$ cat src/rtl/seg_scan_mux.sv
// Eight-digit multiplexed 7-segment scanner: two 4-digit BCD groups, per-frame
// snapshot, leading-zero blanking and an all-off gap at the start of each slot.
module seg_scan_mux #(
    parameter int REFRESH_DIV = 100000,
    parameter int BLANK_CYC   = 1000
) (
    input  logic       clk,
    input  logic       rst,
    input  logic [3:0] dv10,
    input  logic [3:0] dv11,
    input  logic [3:0] dv12,
    input  logic [3:0] dv13,
    input  logic [3:0] dv20,
    input  logic [3:0] dv21,
    input  logic [3:0] dv22,
    input  logic [3:0] dv23,
    input  logic       lz_blank,
    input  logic [7:0] dp_mask,
    output logic [7:0] an,
    output logic [6:0] seg,
    output logic       dp,
    output logic       frame
);

    localparam int             PW       = (REFRESH_DIV > 1) ? $clog2(REFRESH_DIV) : 1;
    localparam logic [PW-1:0]  TC_VAL   = PW'(REFRESH_DIV - 1);
    localparam logic [PW-1:0]  BLANK_VAL = PW'(BLANK_CYC);

    logic [PW-1:0] r_pcnt;
    logic [2:0]    r_idx;
    logic [3:0]    r_snap [8];
    logic          r_snap_lz;
    logic          w_tc;
    logic [3:0]    w_digit;
    logic [3:0]    w_d1;
    logic [3:0]    w_d2;
    logic [3:0]    w_d3;
    logic          w_z1;
    logic          w_z2;
    logic          w_z3;
    logic          w_blank_slot;

    function automatic logic [6:0] bcd_to_seg(input logic [3:0] d);
        logic [6:0] s;
        case (d)
            4'd0:    s = 7'b1000000;
            4'd1:    s = 7'b1111001;
            4'd2:    s = 7'b0100100;
            4'd3:    s = 7'b0110000;
            4'd4:    s = 7'b0011001;
            4'd5:    s = 7'b0010010;
            4'd6:    s = 7'b0000010;
            4'd7:    s = 7'b1111000;
            4'd8:    s = 7'b0000000;
            4'd9:    s = 7'b0010000;
            default: s = 7'b0111111;
        endcase
        return s;
    endfunction

    assign w_tc = (r_pcnt == TC_VAL);

    // Slot digit select and leading-zero chain within the active group.
    always_comb begin
        w_digit      = r_snap[r_idx];
        w_d1         = r_snap[{r_idx[2], 2'd1}];
        w_d2         = r_snap[{r_idx[2], 2'd2}];
        w_d3         = r_snap[{r_idx[2], 2'd3}];
        w_z3         = r_snap_lz && (w_d3 == 4'd0);
        w_z2         = w_z3 && (w_d2 == 4'd0);
        w_z1         = w_z2 && (w_d1 == 4'd0);
        case (r_idx[1:0])
            2'd3:    w_blank_slot = w_z3;
            2'd2:    w_blank_slot = w_z2;
            2'd1:    w_blank_slot = w_z1;
            default: w_blank_slot = 1'b0;
        endcase
    end

    // Prescaler, slot index and frame-start snapshot capture.
    always_ff @(posedge clk) begin
        if (rst) begin
            r_pcnt    <= '0;
            r_idx     <= 3'd0;
            r_snap_lz <= 1'b0;
            frame     <= 1'b0;
            for (int i = 0; i < 8; i++) r_snap[i] <= 4'd0;
        end else begin
            r_pcnt <= w_tc ? '0 : r_pcnt + 1'b1;
            r_idx  <= w_tc ? r_idx + 3'd1 : r_idx;
            frame  <= w_tc && (r_idx == 3'd7);
            if (w_tc && (r_idx == 3'd7)) begin
                r_snap[0] <= dv10;
                r_snap[1] <= dv11;
                r_snap[2] <= dv12;
                r_snap[3] <= dv13;
                r_snap[4] <= dv20;
                r_snap[5] <= dv21;
                r_snap[6] <= dv22;
                r_snap[7] <= dv23;
                r_snap_lz <= lz_blank;
            end else begin
                r_snap_lz <= r_snap_lz;
            end
        end
    end

    // Registered display drive; the gap at slot start keeps all anodes off.
    always_ff @(posedge clk) begin
        if (rst) begin
            an  <= 8'hFF;
            seg <= 7'h7F;
            dp  <= 1'b1;
        end else if (r_pcnt < BLANK_VAL) begin
            an  <= 8'hFF;
            seg <= 7'h7F;
            dp  <= 1'b1;
        end else if (w_blank_slot) begin
            an  <= 8'hFF;
            seg <= 7'h7F;
            dp  <= ~dp_mask[r_idx];
        end else begin
            an  <= ~(8'h01 << r_idx);
            seg <= bcd_to_seg(w_digit);
            dp  <= ~dp_mask[r_idx];
        end
    end

endmodule

$ cat config.mk
export PLATFORM = sky130hd
export DESIGN_NAME = seg_scan_mux
export DESIGN_NICKNAME = d
export VERILOG_FILES = /design/src/rtl/seg_scan_mux.sv
export SDC_FILE = /design/constraint.sdc
export NUM_CORES = 1
export LEC_CHECK = 0
export CORE_ASPECT_RATIO = 0.7
export CORE_UTILIZATION = 35
export DETAILED_ROUTE_END_ITERATION = 12
export PLACE_DENSITY = 0.66
export SLEW_MARGIN = 20
export SYNTH_ARGS = -nofsm -noshare
export SYNTH_HDL_FRONTEND = slang
export SYNTH_SLANG_ARGS = --single-unit
export TNS_END_PERCENT = 20
$ cat constraint.sdc
create_clock -name clk -period 4.65 [get_ports clk]
set_input_delay 0.93 -clock clk [delete_from_list [all_inputs] [get_ports clk]]
set_output_delay 0.93 -clock clk [all_outputs]
set_load 0.05 [all_outputs]
# After elaboration in Yosys (flattened, before gate mapping)
# Memories as Yosys holds them, arrays and structs flattened. A register that Yosys moved wholly into a read port is not among the register bits.
# Cells that the tools add are included.
[totals]
reg_bits = 31
ram_bits = 32
wordCells = 62
out_inout_bits = 17
romBits = 112
n_memories = 2
input_bits = 43
[memory_table]
columns = ["name", "depth", "word_bits", "rd", "rd_ports_with_merged_regs", "write_ports", "line", "source"]
rows = [
  ["(no name shown)", 16, 7, 1, 1, 0, "45", "case (d)"],
  ["r_snap", 8, 4, 4, 4, 8, "31", "logic [3:0] r_snap [8];"],
]
[op_classes]
n_lt_le_gt_ge = 2
eq_ne = 5
addsub = 2
bitwise = 10
shifts = 1
mux = 24
reduce_logical = 10
[ops]
columns = ["cell", "count"]
rows = [
  ["$mux W4", 8],
  ["$mux W3", 8],
  ["$add A17 B1 Y17 const B", 1],
  ["$eq A17 B17 Y1 const B", 1],
  ["$lt A17 B10 Y1 const B", 1],
  ["$logic_not A4 Y1", 3],
  ["$not A8 Y8", 1],
  ["$or A1 B1 Y1", 8],
  ["$shl A1 B3 Y8 const A", 1],
  ["$mux W1", 6],
  ["$eq A2 B2 Y1 const B", 2],
  ["$logic_and A1 B1 Y1", 4],
  ["$lt A3 B4 Y1 const B", 1],
  ["$reduce_or A2 Y1", 2],
  ["$add A3 B1 Y3 const B", 1],
  ["$bmux W1 S3", 1],
  ["$eq A3 B3 Y1 const B", 1],
  ["$pmux W1 S3", 1],
  ["$reduce_or A3 Y1", 1],
  ["$eq A2 B1 Y1 const B", 1],
  ["$not A1 Y1", 1],
]

# Depth between registers and ports, before layout
[depth]
word_depth = 6
mapped_depth = 9
mapped_depth_nobuf = 8

# Worst setup path before layout
# No wires, ideal clock.
[synth_timing]
path_kind = "register -> register"
startpoint = "register r_pcnt[0]"
endpoint = "memory r_snap[0][0], enable pin"
required_time_ns = 4.256
arrival_ns = 2.236
path_stages_with_launch = 6
n_path_buf = 0
slack_ns = 2.020
period_less_slack_ns = 2.630
setup_time_ns = 0.394
cell_sequence = "dfxtp_1 -> ha_1 -> nand4_1 -> nor4_4 -> nand2_1 -> nand2b_1"
[synth_lines]
columns = ["item", "line", "source"]
rows = [
  ["start, declared", "29", "logic [PW-1:0] r_pcnt;"],
  ["start signal, assigned", "89", "r_pcnt <= w_tc ? '0 : r_pcnt + 1'b1;"],
  ["end, declared", "31", ""],
]

==> metrics.csv <==
metric,value,unit
outcome,completed,
Critical Path Fanout Max,32,
combinational group share of total power,5.1,%
Layout fillers,805,
total power,1.42,mW
largest net degree at the start of global routing,33,
P_leak,1.53,nW
fin crit period,2550,ps
Mapped Cells,285,
internal power,1.14,mW
synthesis warning total,0,
Worst setup SP type,flip-flop,
WL/cell,13.6,µm
Overall Global Routing Usage,13.9,%
RSZ-0062 raised after global routing,false,
number of gates resized after cts,0,
dpl hpwl,4770,µm
Die X,118,µm
first-pass GRT wire length,10500,µm
antenna violations before repair,0,
CTS H-tree lvls,3,
Final Hold Viols,0,
"Data required, critical path",4630,ps
Clock Root Buffer,clkbuf_16,
Pins Over Slew Limit,0,
maximum vdd drop,210,µV
Vias,2238,
DR iter-0 viols,131,
Core Area,9110,µm²
Mean Syn Cell Area,11.6,µm²
CTS Buf Count,9,
sequential share of the synthesized area,53.8,%
layout cells sized above 1,9.43,%
Seq pwr share,48.6,%
final RePlAce weighted congestion,0.760,
crit share post-route,54.8,%
Yosys top cell area share,29.0,%
Sw Share,20.2,%
1st-pass router iterations,4,
Final setup viols,0,
I/O Pins,60,
Die ar.,9870,µm²
Crit. End Element,flip-flop,
worst-margin pin slew,696,ps
setup TNS,0,ps
clock latency on the worst-skew pair,330,ps
CP arrival,2530,ps
total gr overflow,0,
Port Buffers,59,
top sig layer,met4,
Hold/Removal Path Class,flip-flop to flip-flop,
drt total wl,6440,µm
Met2 Routed Length,2640,µm
# rows,29,
wire length on met3,367,µm
Starting Density,36.4,%
Nets,401,
ANT cells,0,
post-synthesis register bit count,73,
Num Clock Sinks,73,
vias in the first global route,2102,
Area Growth Syn to Fin,30.0,%
clock power share,46.4,%
Die Y,83.4,µm
Switch Pwr,0.288,mW
Post-CTS Setup Bufs,0,
pwr dens,331,nW/µm²
fmax,392,MHz
remaining antenna violation count after routing,0,
"Clk pin slew, worst setup/hold paths",50,ps
cts hold-fix bufs,0,
drt drc,0,
critical path type,flip-flop to flip-flop,
Clock Tree Buf Depth,2,
ranking of synthesized cells by area,"edfxtp_1 (29%), dfxtp_1 (25%), mux4_2 (6.8%)",
CTS tree,done,
Avg Vias per Cell,4.72,
final clock skew,9.35,ps
dominant cell type by area after synthesis,edfxtp_1,
synth unique cells,43,
Slew headroom,53.6,%
Mapped Area,3310,µm²
wire length on met1,3340,µm
Max Cap Viol,0,
Synthesized Nets,341,
[kinds of logic after synthesis]
family          after synthesis  synth area share (%)
mux                          19                  9.97
buf+inv                      22                  3.13
flops                        73                  53.8
xor+xnor                     15                  3.97
compound gates               20                  3.81
fa+ha+maj                    13                  4.91
simple gates                123                  20.4
[power by group through the flow]
stage          Combinational [mW]  Clock, mW  Sequential (mW)
4_1_cts                    0.0729      0.673            0.692
3_3_place_gp               0.0718          0            0.705
6_report                   0.0720      0.660            0.692
5_1_grt                    0.0786      0.704            0.693
3_5_place_dp               0.0726          0            0.705
2_1_floorplan              0.0318          0            0.702
[cell usage in the layout, fill, tap and decap left out, types with 11 or more instances in the layout]
master,count
and2_1,25
clkdlybuf4s50_1,59
dfxtp_1,41
edfxtp_1,32
ha_1,13
inv_1,11
nand2_1,15
nand3_1,14
nor2_1,26
[cell usage after synthesis (all sizes together)]
| library cell | count |
|---|---|
| or4b | 1 |
| inv | 11 |
| nand2 | 15 |
| or3 | 1 |
| a21oi | 4 |
| nor2 | 27 |
| a21boi | 1 |
| nor3 | 5 |
| o21ai | 6 |
| nor2b | 8 |
| or2 | 1 |
| a211oi | 2 |
| xor2 | 5 |
| mux4 | 10 |
| clkbuf | 4 |
| nand4bb | 1 |
| a21o | 1 |
| a221oi | 1 |
| mux2i | 7 |
| o22ai | 1 |
| nand2b | 2 |
| and3 | 3 |
| buf | 7 |
| nand4 | 10 |
| nand4b | 1 |
| or4 | 3 |
| xnor2 | 10 |
| o211ai | 3 |
| nand3 | 14 |
| dfxtp | 41 |
| o2111ai | 1 |
| mux2 | 2 |
| nor4 | 6 |
| ha | 13 |
| edfxtp | 32 |
| and2 | 25 |
[through the flow]
step	utilization, %	hold WS [ps]	area, µm²	setup WS, ps	instances
floorplan	-	430	3310	2020	285
global placement	44.0	446	4000	1680	458
detailed placement	44.0	470	4000	1600	458
CTS	47.2	478	4300	1940	474
global route	47.3	495	4310	1840	474
finish	47.3	473	4310	2100	474
[final timing paths]
kind	start	endpoint	slack, ps	cells past startpoint
max	r_pcnt[0]	r_snap[1][2]	2100	6
min	r_pcnt[0]	r_pcnt[0]	470	1
max reg2reg	r_pcnt[0]	r_snap[1][2]	2100	6
min reg2reg	r_pcnt[0]	r_pcnt[0]	470	1
[critical path, stage by stage (launching register included)]
cell	delay, ps
dfxtp_1	370
ha_1	220
nand4_1	420
nor4_4	610
nand2_1	130
nand2b_1	90
buf_4	360
[routing by layer]
metal | GRT usage, % | up-vias
li1 | - | 1136
met2 | 18.9 | 69
met5 | 0 | -
met3 | 5.22 | 8
met1 | 19.7 | 1025
met4 | 5.24 | 0
[final cells by class]
type | count | area (µm²) | area share, %
sequential | 73 | 1780 | 41.4
multi-input combinational | 190 | 1440 | 33.4
timing repair buffer | 60 | 598 | 13.9
clock buffer | 12 | 268 | 6.22
tap | 124 | 155 | 3.60
inverter | 11 | 41.3 | 0.959
clock inverter | 4 | 25.0 | 0.581
[state kept, by name (all words and copies together) (netlist names), named ones only]
name       count
dp             1
an             8
seg            7
frame          1
r_snap_lz      1
r_pcnt        17
r_snap        32
r_idx          3
Power figures use the tool's default switching activity.
